[src/rtl/uart_pkg.sv]
// uart_pkg: shared UART constants and the RX state encoding.
//   BaudCnt   - default clock cycles per bit
//   FrameBits - bits per 8N1 frame (start + 8 data + stop)
//   rx_state_t - receiver FSM states
package uart_pkg;
  localparam int BaudCnt = 108;
  localparam int FrameBits = 10;
  typedef enum logic [2:0] {stIdle, stStart, stData, stStop, stWtHigh} rx_state_t;
endpackage

[src/rtl/rx_bit_sync.sv]
// rx_bit_sync: 2-FF synchronizer for the serial line plus a registered copy for edge detection.
//   Clk, RstB    - clock, async active-high reset (all flops reset to line idle = 1)
//   SerialDataIn - asynchronous serial line
//   rRxSync      - synchronized line
//   rRxPrev      - rRxSync delayed one cycle
module rx_bit_sync (
  input  logic Clk,
  input  logic RstB,
  input  logic SerialDataIn,
  output logic rRxSync,
  output logic rRxPrev
);
  logic meta;
  always_ff @(posedge Clk or posedge RstB)
    if (RstB) begin
      meta    <= 1'b1;
      rRxSync <= 1'b1;
      rRxPrev <= 1'b1;
    end else begin
      meta    <= SerialDataIn;
      rRxSync <= meta;
      rRxPrev <= rRxSync;
    end
endmodule

[src/rtl/rx_uart.sv]
// rx_uart: oversampling 8N1 UART receiver feeding an RX FIFO.
//   Clk, RstB    - clock, async active-high reset
//   SerialDataIn - asynchronous serial line, idles high
//   RxFfFull     - FIFO full, only looked at in the stop-sample cycle
//   RxFfWrEn     - one-cycle FIFO write strobe
//   RxFfWrData   - received byte, holds the last written byte
//   FrameErr     - one-cycle pulse on a low stop bit
//   OvrErr       - one-cycle pulse when a good byte is dropped on FIFO full
module rx_uart
  import uart_pkg::*;
#(
  parameter int cbaudCnt = BaudCnt,
  parameter int cHalfCnt = cbaudCnt / 2
) (
  input  logic       Clk,
  input  logic       RstB,
  input  logic       SerialDataIn,
  input  logic       RxFfFull,
  output logic       RxFfWrEn,
  output logic [7:0] RxFfWrData,
  output logic       FrameErr,
  output logic       OvrErr
);
  rx_state_t   state;
  logic        rx_sync, rx_prev;
  logic [9:0]  baud_cnt;
  logic [3:0]  bit_cnt;
  logic [7:0]  shift;
  logic        expire;
  rx_bit_sync u_sync (
    .Clk          (Clk),
    .RstB         (RstB),
    .SerialDataIn (SerialDataIn),
    .rRxSync      (rx_sync),
    .rRxPrev      (rx_prev)
  );
  assign expire = baud_cnt == 10'd1;
  always_ff @(posedge Clk or posedge RstB)
    if (RstB) begin
      state      <= stIdle;
      baud_cnt   <= '0;
      bit_cnt    <= '0;
      shift      <= '0;
      RxFfWrEn   <= 1'b0;
      RxFfWrData <= '0;
      FrameErr   <= 1'b0;
      OvrErr     <= 1'b0;
    end else begin
      RxFfWrEn <= 1'b0;
      FrameErr <= 1'b0;
      OvrErr   <= 1'b0;
      case (state)
        stIdle:
          if (rx_prev && !rx_sync) begin
            baud_cnt <= 10'(cHalfCnt);
            state    <= stStart;
          end
        stStart:
          if (!expire) baud_cnt <= baud_cnt - 10'd1;
          else if (rx_sync) state <= stIdle;
          else begin
            baud_cnt <= 10'(cbaudCnt);
            bit_cnt  <= '0;
            state    <= stData;
          end
        stData:
          if (!expire) baud_cnt <= baud_cnt - 10'd1;
          else begin
            shift    <= {rx_sync, shift[7:1]};
            baud_cnt <= 10'(cbaudCnt);
            bit_cnt  <= bit_cnt + 4'd1;
            if (bit_cnt == 4'd7) state <= stStop;
          end
        stStop:
          if (!expire) baud_cnt <= baud_cnt - 10'd1;
          else begin
            RxFfWrEn <= rx_sync && !RxFfFull;
            OvrErr   <= rx_sync && RxFfFull;
            FrameErr <= !rx_sync;
            if (rx_sync && !RxFfFull) RxFfWrData <= shift;
            state    <= rx_sync ? stIdle : stWtHigh;
          end
        // A low stop bit may be a break; wait for the line to return high before re-arming.
        stWtHigh:
          if (rx_sync) state <= stIdle;
        default: state <= stIdle;
      endcase
    end
endmodule

[config.mk]
export PLATFORM = sky130hd
export DESIGN_NAME = rx_uart
export DESIGN_NICKNAME = d
export VERILOG_FILES = /design/src/rtl/uart_pkg.sv /design/src/rtl/rx_bit_sync.sv /design/src/rtl/rx_uart.sv
export SDC_FILE = /design/constraint.sdc
export NUM_CORES = 1
export LEC_CHECK = 0
export BUFFER_PORTS_ARGS = -buffer_cell sky130_fd_sc_hd__clkbuf_2
export CORE_MARGIN = 2
export CORE_UTILIZATION = 40
export DETAILED_ROUTE_END_ITERATION = 12
export GPL_ROUTABILITY_DRIVEN = 1
export PLACE_DENSITY = 0.6
export SETUP_SLACK_MARGIN = 0.05
export SLEW_MARGIN = 20
export SYNTH_ARGS = -nofsm -noshare
export SYNTH_HDL_FRONTEND = slang
export SYNTH_SLANG_ARGS = --single-unit
[constraint.sdc]
create_clock -name Clk -period 3.7 [get_ports Clk]
set_input_delay 0.37 -clock Clk [delete_from_list [all_inputs] [get_ports Clk]]
set_output_delay 0.37 -clock Clk [all_outputs]
set_load 0.01 [all_outputs]
# Word level (Yosys, flattened, before mapping)
# Index checks and enable logic that the tools add are counted.
# totals
memories	0
ff_bits	39
latch_bits	0
out_inout_bits	11
ramBits	0
elab_cells	66
mem_bits_ro	0
# op_classes
n_mux	25
div_mod_pow	0
mul	0
n_bitwise	0
n_eq_ne	15
addsub	2
n_reduce_logical	13
shift	0
order_cmp	0
# ops
op	n
$mux W10	5
$pmux W10 S4	1
$mux W3	7
$pmux W3 S5	1
$ne A2 B2 Y1 const B	7
$mux W4	3
$eq A10 B1 Y1 const B	1
$sub A10 B1 Y10 const B	1
$pmux W4 S2	1
$reduce_and A4 Y1	2
$eq A3 B2 Y1 const B	2
$mux W1	6
$reduce_and A6 Y1	1
$add A4 B1 Y4 const B	1
$eq A4 B3 Y1 const B	1
$reduce_bool A4 Y1	1
$eq A3 B1 Y1 const B	1
$eq A3 B3 Y1 const B	1
$logic_and A1 B1 Y1	3
$logic_not A3 Y1	1
$ne A3 B3 Y1 const B	1
$reduce_and A3 Y1	1
$logic_not A1 Y1	2
$mux W2	1
other kinds (3)	3

# Logic depth before layout (Yosys ltp)
# Gate-level depths: netlist of the first run.
# logic_depth
word_depth	4
depth_mapped	8

# Modules after synthesis
# From an unflattened synthesis of the first run, not the netlist that was laid out.
# hier_totals
cells_unflattened	167
hier_area_um2	1936.9
# by_module_without_submodules
module	n_inst	seq_area_each_um2	cells_each	area_each_um2
rx_uart	1	900.9	163	1854.3
rx_bit_sync	1	78.8	4	82.6

# Least setup slack after synthesis of the first run
# Ideal clock, no wire load.
# synth_timing
kind	flip-flop to flip-flop
from	reg baud_cnt[2]
to	reg RxFfWrData[0]
slack_ps	1407
t_arrival_ps	2169
period_less_slack_ps	2293
required_time_ps	3575
stages_incl_launch_ff	5
path_cell_list	dfrtp_1 > or4_4 > or3_4 > nor4_4 > mux2_2
# synth_between
elab_chain_cells	2
# synth_lines
item	line	rtl
start: declaration	rx_uart.sv:26	logic [9:0] baud_cnt;
start signal: assignment	rx_uart.sv:55	baud_cnt <= 10'(cHalfCnt);
start signal: assignment	rx_uart.sv:59	if (!expire) baud_cnt <= baud_cnt - 10'd1;
start signal: assignment	rx_uart.sv:62	baud_cnt <= 10'(cbaudCnt);
$eq A10 B1 Y1	rx_uart.sv:37	assign expire = baud_cnt == 10'd1;
$reduce_and A3 Y1 (no source line)	n/a	
end signal: assignment	rx_uart.sv:80	if (rx_sync && !RxFfFull) RxFfWrData <= shift;
end: declaration	rx_uart.sv:20	output logic [7:0] RxFfWrData,
# Every way passes these cells.
# A chain may end at the register's enable or synchronous reset.

# Worst setup path in the final report of the first run
# layout_timing
from	reg baud_cnt[2]
to	reg RxFfWrData[5]
# Same word-level chain as after synthesis.

==> results of run 1 <==
worst max-delay path, stage by stage (launching register included):
cell and delay (ps):
dfrtp_1 440, or4_4 570, or3_4 390, nor4_4 600, mux2_2 410
report_power, final:
group / internal (mW) / switching, mW / total (mW) / leakage, nW
clock network: 0.152 / 0.152 / 0.304 / 0.0474
registers: 0.484 / 0.0829 / 0.567 / 0.511
logic: 0.113 / 0.130 / 0.244 / 0.381
total: 0.749 / 0.366 / 1.12 / 0.940
synthesized netlist by cell type:
| library cell | count |
|---|---|
| nor2_1 | 13 |
| or3_1 | 4 |
| dfrtp_1 | 36 |
| a31oi_1 | 2 |
| mux2i_1 | 2 |
| a2111o_1 | 1 |
| or2_2 | 1 |
| a32o_1 | 1 |
| nor3b_1 | 1 |
| o21ai_0 | 12 |
| nand3_1 | 2 |
| o22ai_1 | 1 |
| o22a_1 | 2 |
| a21boi_0 | 2 |
| xnor2_1 | 1 |
| o31a_1 | 2 |
| dfstp_2 | 3 |
| clkbuf_1 | 4 |
| nand2_1 | 17 |
| nor4_4 | 1 |
| a2bb2oi_1 | 1 |
| nand3b_1 | 1 |
| mux2_2 | 16 |
| or4_4 | 1 |
| nor3_1 | 3 |
| and2_1 | 2 |
| ha_1 | 3 |
| o21a_1 | 2 |
| or3_4 | 1 |
| nor4_1 | 1 |
| inv_1 | 3 |
| o2bb2ai_1 | 2 |
| nand2b_1 | 5 |
| or4_1 | 3 |
| nor2b_1 | 1 |
| a21oi_1 | 2 |
| a22o_1 | 1 |
| o211ai_1 | 2 |
| nand4b_1 | 1 |
flip-flops by register name (all words and copies together), names as in the netlist:
signal / count
FrameErr: 1
OvrErr: 1
RxFfWrData: 8
RxFfWrEn: 1
baud_cnt: 10
bit_cnt: 4
shift: 8
state: 3
u_sync.meta: 1
u_sync.rRxPrev: 1
u_sync.rRxSync: 1
metal layers:
layer	vias up	routed length (µm)	global-route usage [%]
met5	-	0	0
met4	0	54	5.66
met1	626	1550	19.1
li1	607	-	-
met2	18	1770	25.9
met3	5	97	3.99
placed cells by master (no fill, tap or decap), types with 2 or more instances in the layout:
cell type  instances
or4_1              3
o211ai_1           2
ha_1               3
dfrtp_1           36
a21oi_1            2
a31oi_1            2
o21a_1             2
and2_1             2
dfstp_2            3
nand2b_1           5
inv_1              3
a21boi_0           2
nor2_1            13
o2bb2ai_1          2
mux2i_1            2
clkbuf_8           6
nand3_1            2
o31a_1             2
clkbuf_2          14
o21ai_0           12
o22a_1             2
or3_1              4
mux2_2            16
nor3_1             3
nand2_1           17
metrics by stage:
stage / std cells / total power [mW] / util (%)
5_1_grt: 230 / 1.19 / 46.7
4_1_cts: 230 / 1.12 / 46.7
3_5_place_dp: 222 / 0.813 / 44.4
3_3_place_gp: 222 / 0.794 / 44.4
2_1_floorplan: 159 / 0.749 / -
6_report: 230 / 1.12 / 46.7
cell type report:
cell class                      count  area share [%]
Clock inverter                      2           0.805
Clock buffer                        6            4.09
Inverter                            3           0.558
Multi-Input combinational cell    113            39.0
Sequential cell                    39            48.5
Timing Repair Buffer               15            3.84
Tap cell                           52            3.22
path summary, 6_finish.rpt:
path,startpoint,endpoint,cells past startpoint
min reg2reg,u_sync.meta,u_sync.rRxSync,0
min,SerialDataIn,u_sync.meta,1
min in group asynchronous,RstB,shift[3],2
max in group asynchronous,RstB,FrameErr,3
max reg2reg,baud_cnt[2],RxFfWrData[5],4
max,baud_cnt[2],RxFfWrData[5],4
logic make-up after synthesis:
group,share of synthesized area (%)
simple gates,17.6
flops,54.6
compound gates,12.6
mux,11.2
buf+inv,1.47
fa+ha+maj,2.09
xor+xnor,0.489
==> results.py, run 1 <==
metrics = {
    "synthesis": {
        "synth.top_cell.area_share_pct": 50.2,
        "synth_largest_area_cell": "dfrtp_1",
        "syn_nets": 166,
        "synth.area.top_cells": "dfrtp_1 (50%), mux2_2 (10%), dfstp_2 (4.4%), nand2_1 (3.6%), o21ai_0 (3.3%)",
        "ys_seq_area_share_pct": 54.6,
        "yosysWarnings": 0,
        "synth_cells": 159,
        "avgSynthCellArea_um2": 11.3,
        "ys_types": 39,
        "synthesis.area_um2": 1790,
        "yosys_register_bits": 39,
    },
    "grt": {
        "grt_pass1_wl_mm": 6.05,
        "grt-ovfl-total": 0,
        "grt_pass1_vias": 1264,
        "grt_max_degree": 27,
        "grt_antenna_before_repair": 0,
        "globalRouteTotalUtil_pct": 15.4,
    },
    "die": {
        "dieArea_um2": 5030,
        "core_area_um2": 4320,
        "num_io_pins": 15,
        "start_util_pct": 41.5,
        "num_rows": 24,
        "die_h_um": 71.0,
        "die_width_um": 71.0,
    },
    "critical_path": {
        "critPathArrivalTime_ps": 2690,
        "ff2ff_setup_slack_ps": 1190,
        "cp-start-kind": "flip-flop",
        "end_kind": "flip-flop",
        "critPathKind": "flip-flop to flip-flop",
        "crit_path_max_fanout": 9,
        "worstPathRequired_ps": 3880,
    },
    "clock_network": {
        "cts-buffers-inserted": 5,
        "hold_buffers": 0,
        "h-tree-depth": 2,
        "clkTransAtPathRegs_ps": 80,
        "cts.sinks": 39,
        "root_buffer": "clkbuf_8",
        "clockBufferDepth": 2,
        "clock_latency_ps": 290,
        "postCtsSetupBuffers": 0,
        "cts.repair.resized": 0,
        "cts_tree": "yes",
    },
    "sta": {
        "worst_hold_slack_ps": 156,
        "rsz0062_at_grt": "no",
        "setup_tns_ps": 0,
        "period_share_pct": 67.9,
        "slew_viol_final": 0,
        "hold_viol": 0,
        "max_freq_mhz": 398,
        "tightest_slew_ps": 946,
        "setup_viol": 0,
        "finalClockSkew_ps": 8.42,
        "setup_ws_ps": 1190,
        "period_needed_ps": 2510,
        "relSlewSlack_pct": 36.8,
    },
    "placed_design": {
        "place_area_um2": 1920,
        "place_ws_ps": 1180,
        "routabilityCongestion": 0.882,
        "port_buffers": 14,
        "dp_hpwl_mm": 2.58,
    },
    "drt": {
        "routed_wl_mm": 3.47,
        "drtIter0Drc": 46,
        "drt_pre_antenna_iters": 6,
        "detail_route.vias_per_cell": 5.46,
        "vias": 1256,
        "final_antenna_net_count": 0,
        "drt-wirelength-per-cell_um": 15.1,
        "route.detailed.drc": 0,
    },
    "finish": {
        "area_growth_pct": 12.6,
        "nets": 184,
        "multi_input_area_um2": 787,
        "antenna_cells": 0,
        "regArea_um2": 980,
        "n_fill_cell": 409,
        "final_area_um2": 2020,
        "drive_gt1_share_pct": 25.8,
    },
    "worst_hold_path": {
        "worstHoldPathType": "primary input to flip-flop",
    },
    "power": {
        "peakVddDrop_mv": 0.207,
        "p_per_area_nw_per_um2": 552,
        "p_leak_nw": 0.940,
    },
    "job": {
        "cap_violations": 0,
    },
    "outcome": {
        "status": "completed",
    },
}
Power figures use the tool's default switching activity.
==> run 2, diff against run 1 <==
- clock period: 3.7 -> 2.4 ns (I/O delays scaled with it)
==> run 2 against run 1 <==
Against the previous run: final cell count rose by 2.2%; final area rose by 2.4%; clock skew rose by 4.4 ps; clock-buffer cell count did not move; via count rose by 1.3%; combinational power rose by 60%; clock power rose by 75%; non-clock buffer count rose by 5; first-iteration DRC count fell by 20%; setup slack got worse by 1000 ps; sequential cell count did not move; core utilization rose by 1.1 points.
==> results.py, run 2 (same netlist as run 1, synthesis figures left out) <==
metrics = {
    "outcome": {
        "status": "completed",
    },
    "critical_path": {
        "crit_path_start": "baud_cnt[7]",
        "crit_chain": "or3_1 > or3_4 > nor4_4 > buf_4 > mux2_2",
        "cp.depth": 5,
        "max_stage_delay_ps": 450,
        "critPathArrivalTime_ps": 2430,
        "critPathKind": "flip-flop to flip-flop",
        "end_kind": "flip-flop",
        "crit_buf_inv": 1,
        "worstPathRequired_ps": 2570,
        "rr_startpoint": "baud_cnt[7]",
        "cp_top_family": "simple AND/OR/NAND/NOR gates",
        "endpoint": "RxFfWrData[6]",
        "r2r_cells": 5,
        "cp-start-kind": "flip-flop",
        "crit_path_max_fanout": 9,
        "crit_slowest_cell": "or3_4",
        "worstReg2RegEnd": "RxFfWrData[6]",
        "ff2ff_setup_slack_ps": 140,
    },
    "finish": {
        "layout_commonest_cell": "dfrtp_1",
        "n_fill_cell": 408,
        "final_area_um2": 2070,
        "antenna_cells": 0,
        "drive_gt1_share_pct": 27.3,
        "final_cell_mix": "dfrtp_1 (36), nand2_1 (17), mux2_2 (16)",
        "nets": 189,
        "regMostFlops": "baud_cnt",
        "largestRegisters": "baud_cnt: 10 flops, RxFfWrData: 8 flops, shift: 8 flops",
        "largest_reg_flops": 10,
        "area_growth_pct": 15.4,
    },
    "sta": {
        "finalClockSkew_ps": 12.8,
        "setup_tns_ps": 0,
        "rsz0062_at_grt": "no",
        "slew_viol_final": 0,
        "max_freq_mhz": 443,
        "relSlewSlack_pct": 61.8,
        "setup_viol": 0,
        "period_needed_ps": 2260,
        "hold_viol": 0,
        "period_share_pct": 94.1,
        "worst_hold_slack_ps": 33.2,
        "tightest_slew_ps": 572,
    },
    "grt": {
        "globalRouteTotalUtil_pct": 14.9,
        "grt_pass1_wl_mm": 5.88,
        "grt_pass1_vias": 1307,
        "grt_max_degree": 40,
        "grt-ovfl-total": 0,
        "grt_antenna_before_repair": 0,
    },
    "clock_network": {
        "clockBufferDepth": 2,
        "cts-buffers-inserted": 5,
        "hold_buffers": 0,
        "cts.sinks": 39,
        "clkTransAtPathRegs_ps": 80,
        "clock_latency_ps": 290,
        "h-tree-depth": 2,
        "postCtsSetupBuffers": 0,
        "cts_tree": "yes",
        "cts.repair.resized": 0,
        "root_buffer": "clkbuf_8",
    },
    "worst_hold_path": {
        "worstHoldPathType": "primary input to async pin",
    },
    "power": {
        "p_per_area_nw_per_um2": 862,
        "internal-power_mw": 1.24,
        "p_switching_uw": 541,
        "power_frac_comb_pct": 21.9,
        "peakVddDrop_mv": 0.676,
        "sw_frac_of_total_pct": 30.3,
        "p_leak_nw": 0.969,
        "pwr-share-seq_pct": 48.2,
        "power.clock.fraction_pct": 29.8,
    },
    "die": {
        "num_io_pins": 15,
        "die_width_um": 71.0,
        "num_rows": 24,
        "core_area_um2": 4320,
        "dieArea_um2": 5030,
        "die_h_um": 71.0,
        "start_util_pct": 41.5,
    },
    "drt": {
        "drtIter0Drc": 37,
        "vias": 1272,
        "detail_route.vias_per_cell": 5.41,
        "drt-wirelength-per-cell_um": 14.5,
        "drt_pre_antenna_iters": 4,
        "route.detailed.drc": 0,
        "final_antenna_net_count": 0,
        "routed_wl_mm": 3.41,
    },
    "placed_design": {
        "dp_hpwl_mm": 2.52,
        "port_buffers": 14,
        "routabilityCongestion": 0.897,
        "place_area_um2": 1960,
    },
    "job": {
        "cap_violations": 0,
    },
}
-- run 2: worst reg2reg max path, cell delays in order (launching register included) --
cell and delay, ps:
dfrtp_1 440, or3_1 440, or3_4 450, nor4_4 250
buf_4 210, mux2_2 350
-- run 2: per-stage QoR --
stage          worst slack [ps]  total power [mW]  instances  util [%]
3_3_place_gp                202              1.24        227      45.3
2_1_floorplan               107              1.15        159         -
3_5_place_dp                150              1.26        227      45.3
4_1_cts                     141              1.80        235      47.8
5_1_grt                    60.2              1.90        235      47.8
6_report                    142              1.78        235      47.8
-- run 2: how the worst min path moves through the flow --
stage,endpoint,slack [ps]
2_1_floorplan,u_sync.meta,240
3_3_place_gp,u_sync.meta,330
3_5_place_dp,u_sync.meta,340
4_1_cts,u_sync.meta,30
5_1_grt,u_sync.meta,30
6_report,shift[1],30
-- run 2: cell type report --
class | count | area, µm² | area share (%)
clock buffer | 6 | 72.6 | 3.51
clock inverter | 2 | 37.5 | 1.81
inverter | 3 | 11.3 | 0.544
multi-input combinational | 113 | 787 | 38.1
sequential | 39 | 980 | 47.4
tap | 52 | 65.1 | 3.15
timing repair buffer | 20 | 115 | 5.57
-- run 2: power groups by stage --
stage / Combinational, mW / Clock, mW / Sequential, mW
floorplan: 0.325 / 0 / 0.830
global route: 0.443 / 0.579 / 0.875
finish: 0.391 / 0.532 / 0.860
detailed placement: 0.394 / 0 / 0.869
global placement: 0.378 / 0 / 0.862
CTS: 0.394 / 0.552 / 0.857
-- run 2: routing by layer --
layer	track usage (%)	part of all wire (%)	vias up
li1	-	-	622
met1	17.3	44	628
met2	26.4	51	16
met3	3.85	3.1	6
met4	5.66	1.7	0
met5	0	0	-
==> run 3, diff against run 2 <==
- REMOVE_ABC_BUFFERS: unset -> 1
==> run 3 against run 2 <==
Against the previous run: non-clock buffer count increased by 1; hold slack got worse by 12 ps; sequential share of layout area is 0.43 points lower; first-iteration DRC count up 76%; core utilization grew 0.43 points; combinational power up 3%; critical endpoint is now RxFfWrData[7]; largest power group unchanged.
==> results.py, run 3 (same netlist as run 1, synthesis figures left out) <==
metrics = {
    "die": {
        "start_util_pct": 41.5,
        "core_area_um2": 4320,
        "num_io_pins": 15,
        "die_h_um": 71.0,
        "num_rows": 24,
        "dieArea_um2": 5030,
        "die_width_um": 71.0,
    },
    "critical_path": {
        "cp-start-kind": "flip-flop",
        "critPathKind": "flip-flop to flip-flop",
        "rr_startpoint": "baud_cnt[7]",
        "end_kind": "flip-flop",
        "ff2ff_setup_slack_ps": 130,
        "crit_path_max_fanout": 9,
        "worstReg2RegEnd": "RxFfWrData[7]",
        "r2r_cells": 5,
        "worstPathRequired_ps": 2580,
        "critPathArrivalTime_ps": 2450,
    },
    "finish": {
        "multi_input_area_um2": 790,
        "fin_cells": 236,
        "final_area_um2": 2090,
        "antenna_cells": 0,
        "largestRegisters": "baud_cnt: 10 flops, RxFfWrData: 8 flops, shift: 8 flops",
        "final_cell_mix": "dfrtp_1 (36), nand2_1 (16), mux2_2 (16)",
        "nets": 190,
        "largest_reg_flops": 10,
        "area_growth_pct": 16.4,
        "regMostFlops": "baud_cnt",
        "regArea_um2": 980,
        "drive_gt1_share_pct": 28.3,
        "n_fill_cell": 411,
        "layout_commonest_cell": "dfrtp_1",
    },
    "sta": {
        "relSlewSlack_pct": 65.9,
        "finalClockSkew_ps": 4.05,
        "tightest_slew_ps": 511,
        "period_needed_ps": 2270,
        "setup_tns_ps": 0,
        "rsz0062_at_grt": "no",
        "max_freq_mhz": 440,
        "period_share_pct": 94.7,
        "setup_viol": 0,
        "hold_viol": 0,
        "slew_viol_final": 0,
    },
    "clock_network": {
        "clock_latency_ps": 290,
        "clkTransAtPathRegs_ps": 80,
        "clockBufferDepth": 2,
        "cts.sinks": 39,
        "cts-buffers-inserted": 5,
        "root_buffer": "clkbuf_8",
        "h-tree-depth": 2,
        "cts_tree": "yes",
    },
    "power": {
        "p_leak_nw": 0.981,
        "peakVddDrop_mv": 0.656,
        "p_per_area_nw_per_um2": 871,
    },
    "outcome": {
        "status": "completed",
    },
    "placed_design": {
        "dp.cells": 227,
        "place_area_um2": 1960,
        "routabilityCongestion": 0.799,
        "dp_hpwl_mm": 2.46,
        "port_buffers": 14,
    },
    "grt": {
        "grt-ovfl-total": 0,
        "globalRouteTotalUtil_pct": 15.4,
        "grt_pass1_wl_mm": 6.05,
        "grt_pass1_vias": 1301,
        "grt_antenna_before_repair": 0,
        "grt_max_degree": 28,
    },
    "worst_hold_path": {
        "hold_path.startpoint": "SerialDataIn",
        "worstHoldPathType": "primary input to flip-flop",
        "hold_path_end": "u_sync.meta",
        "hold_path_depth": 1,
    },
    "drt": {
        "detail_route.vias_per_cell": 5.48,
        "drt_pre_antenna_iters": 4,
        "vias": 1293,
        "route.detailed.drc": 0,
        "drtIter0Drc": 65,
        "routed_wl_mm": 3.48,
        "final_antenna_net_count": 0,
        "drt-wirelength-per-cell_um": 14.8,
    },
    "job": {
        "cap_violations": 0,
    },
}
run 3: cell types whose count changed in the layout (fill, tap and decap cells not counted), sizes merged:
cell | before | now
clkbuf | 20 | 19
dlygate4sd3 | 0 | 1
clkinvlp | 1 | 0
clkinv | 0 | 1
inv | 3 | 4
run 3: worst max-delay path by stage:
stage,startpoint,to,slack (ps)
3_3_place_gp,baud_cnt[5],RxFfWrData[6],190
4_1_cts,baud_cnt[5],RxFfWrData[7],130
3_5_place_dp,baud_cnt[7],RxFfWrData[4],150
6_report,baud_cnt[7],RxFfWrData[7],130
2_1_floorplan,baud_cnt[2],RxFfWrData[0],110
5_1_grt,baud_cnt[7],RxFfWrData[7],70
run 3: final cells by class:
class | count | share of cell area [%]
flip-flops and latches | 39 | 46.9
multi-input cells | 113 | 37.8
repair buffers | 21 | 6.00
clock buffers | 5 | 3.30
well taps | 52 | 3.12
clock inverters | 3 | 2.28
inverters | 3 | 0.540
run 3: stage by stage:
| step | power, mW | hold WS [ps] | setup WS (ps) | util (%) |
|---|---|---|---|---|
| 6_report | 1.82 | 21.4 | 128 | 48.3 |
| 3_3_place_gp | 1.24 | 258 | 190 | 45.3 |
| 3_5_place_dp | 1.26 | 288 | 146 | 45.3 |
| 2_1_floorplan | 1.15 | 244 | 107 | - |
| 5_1_grt | 1.94 | 5.05 | 65.9 | 48.3 |
| 4_1_cts | 1.83 | 13.1 | 127 | 48.2 |
run 3: worst max-delay path, stage by stage, from the launching register on:
cell	delay, ps
dfrtp_1	450
or3_1	450
or3_4	450
nor4_4	260
buf_4	210
mux2_2	350
run 3: layer usage:
layer | up-vias | GRT usage, % | part of all wire [%]
met5 | - | 0 | 0
met4 | 0 | 8.39 | 2.5
met3 | 8 | 3.99 | 3.4
met2 | 27 | 22.6 | 45
met1 | 639 | 21.0 | 49
li1 | 619 | - | -
run 3: power breakdown:
part / switching [mW] / leakage (nW) / internal, mW
logic: 0.213 / 0.411 / 0.187
registers: 0.112 / 0.511 / 0.746
clock network: 0.245 / 0.0587 / 0.315
run 3: repair_timing:
action,in CTS,in global routing
endpoints found under the setup margin,0,1
hold endpoints to repair,10,0
buffers inserted,0,0
gates resized for setup,0,1
hold buffers,1,0
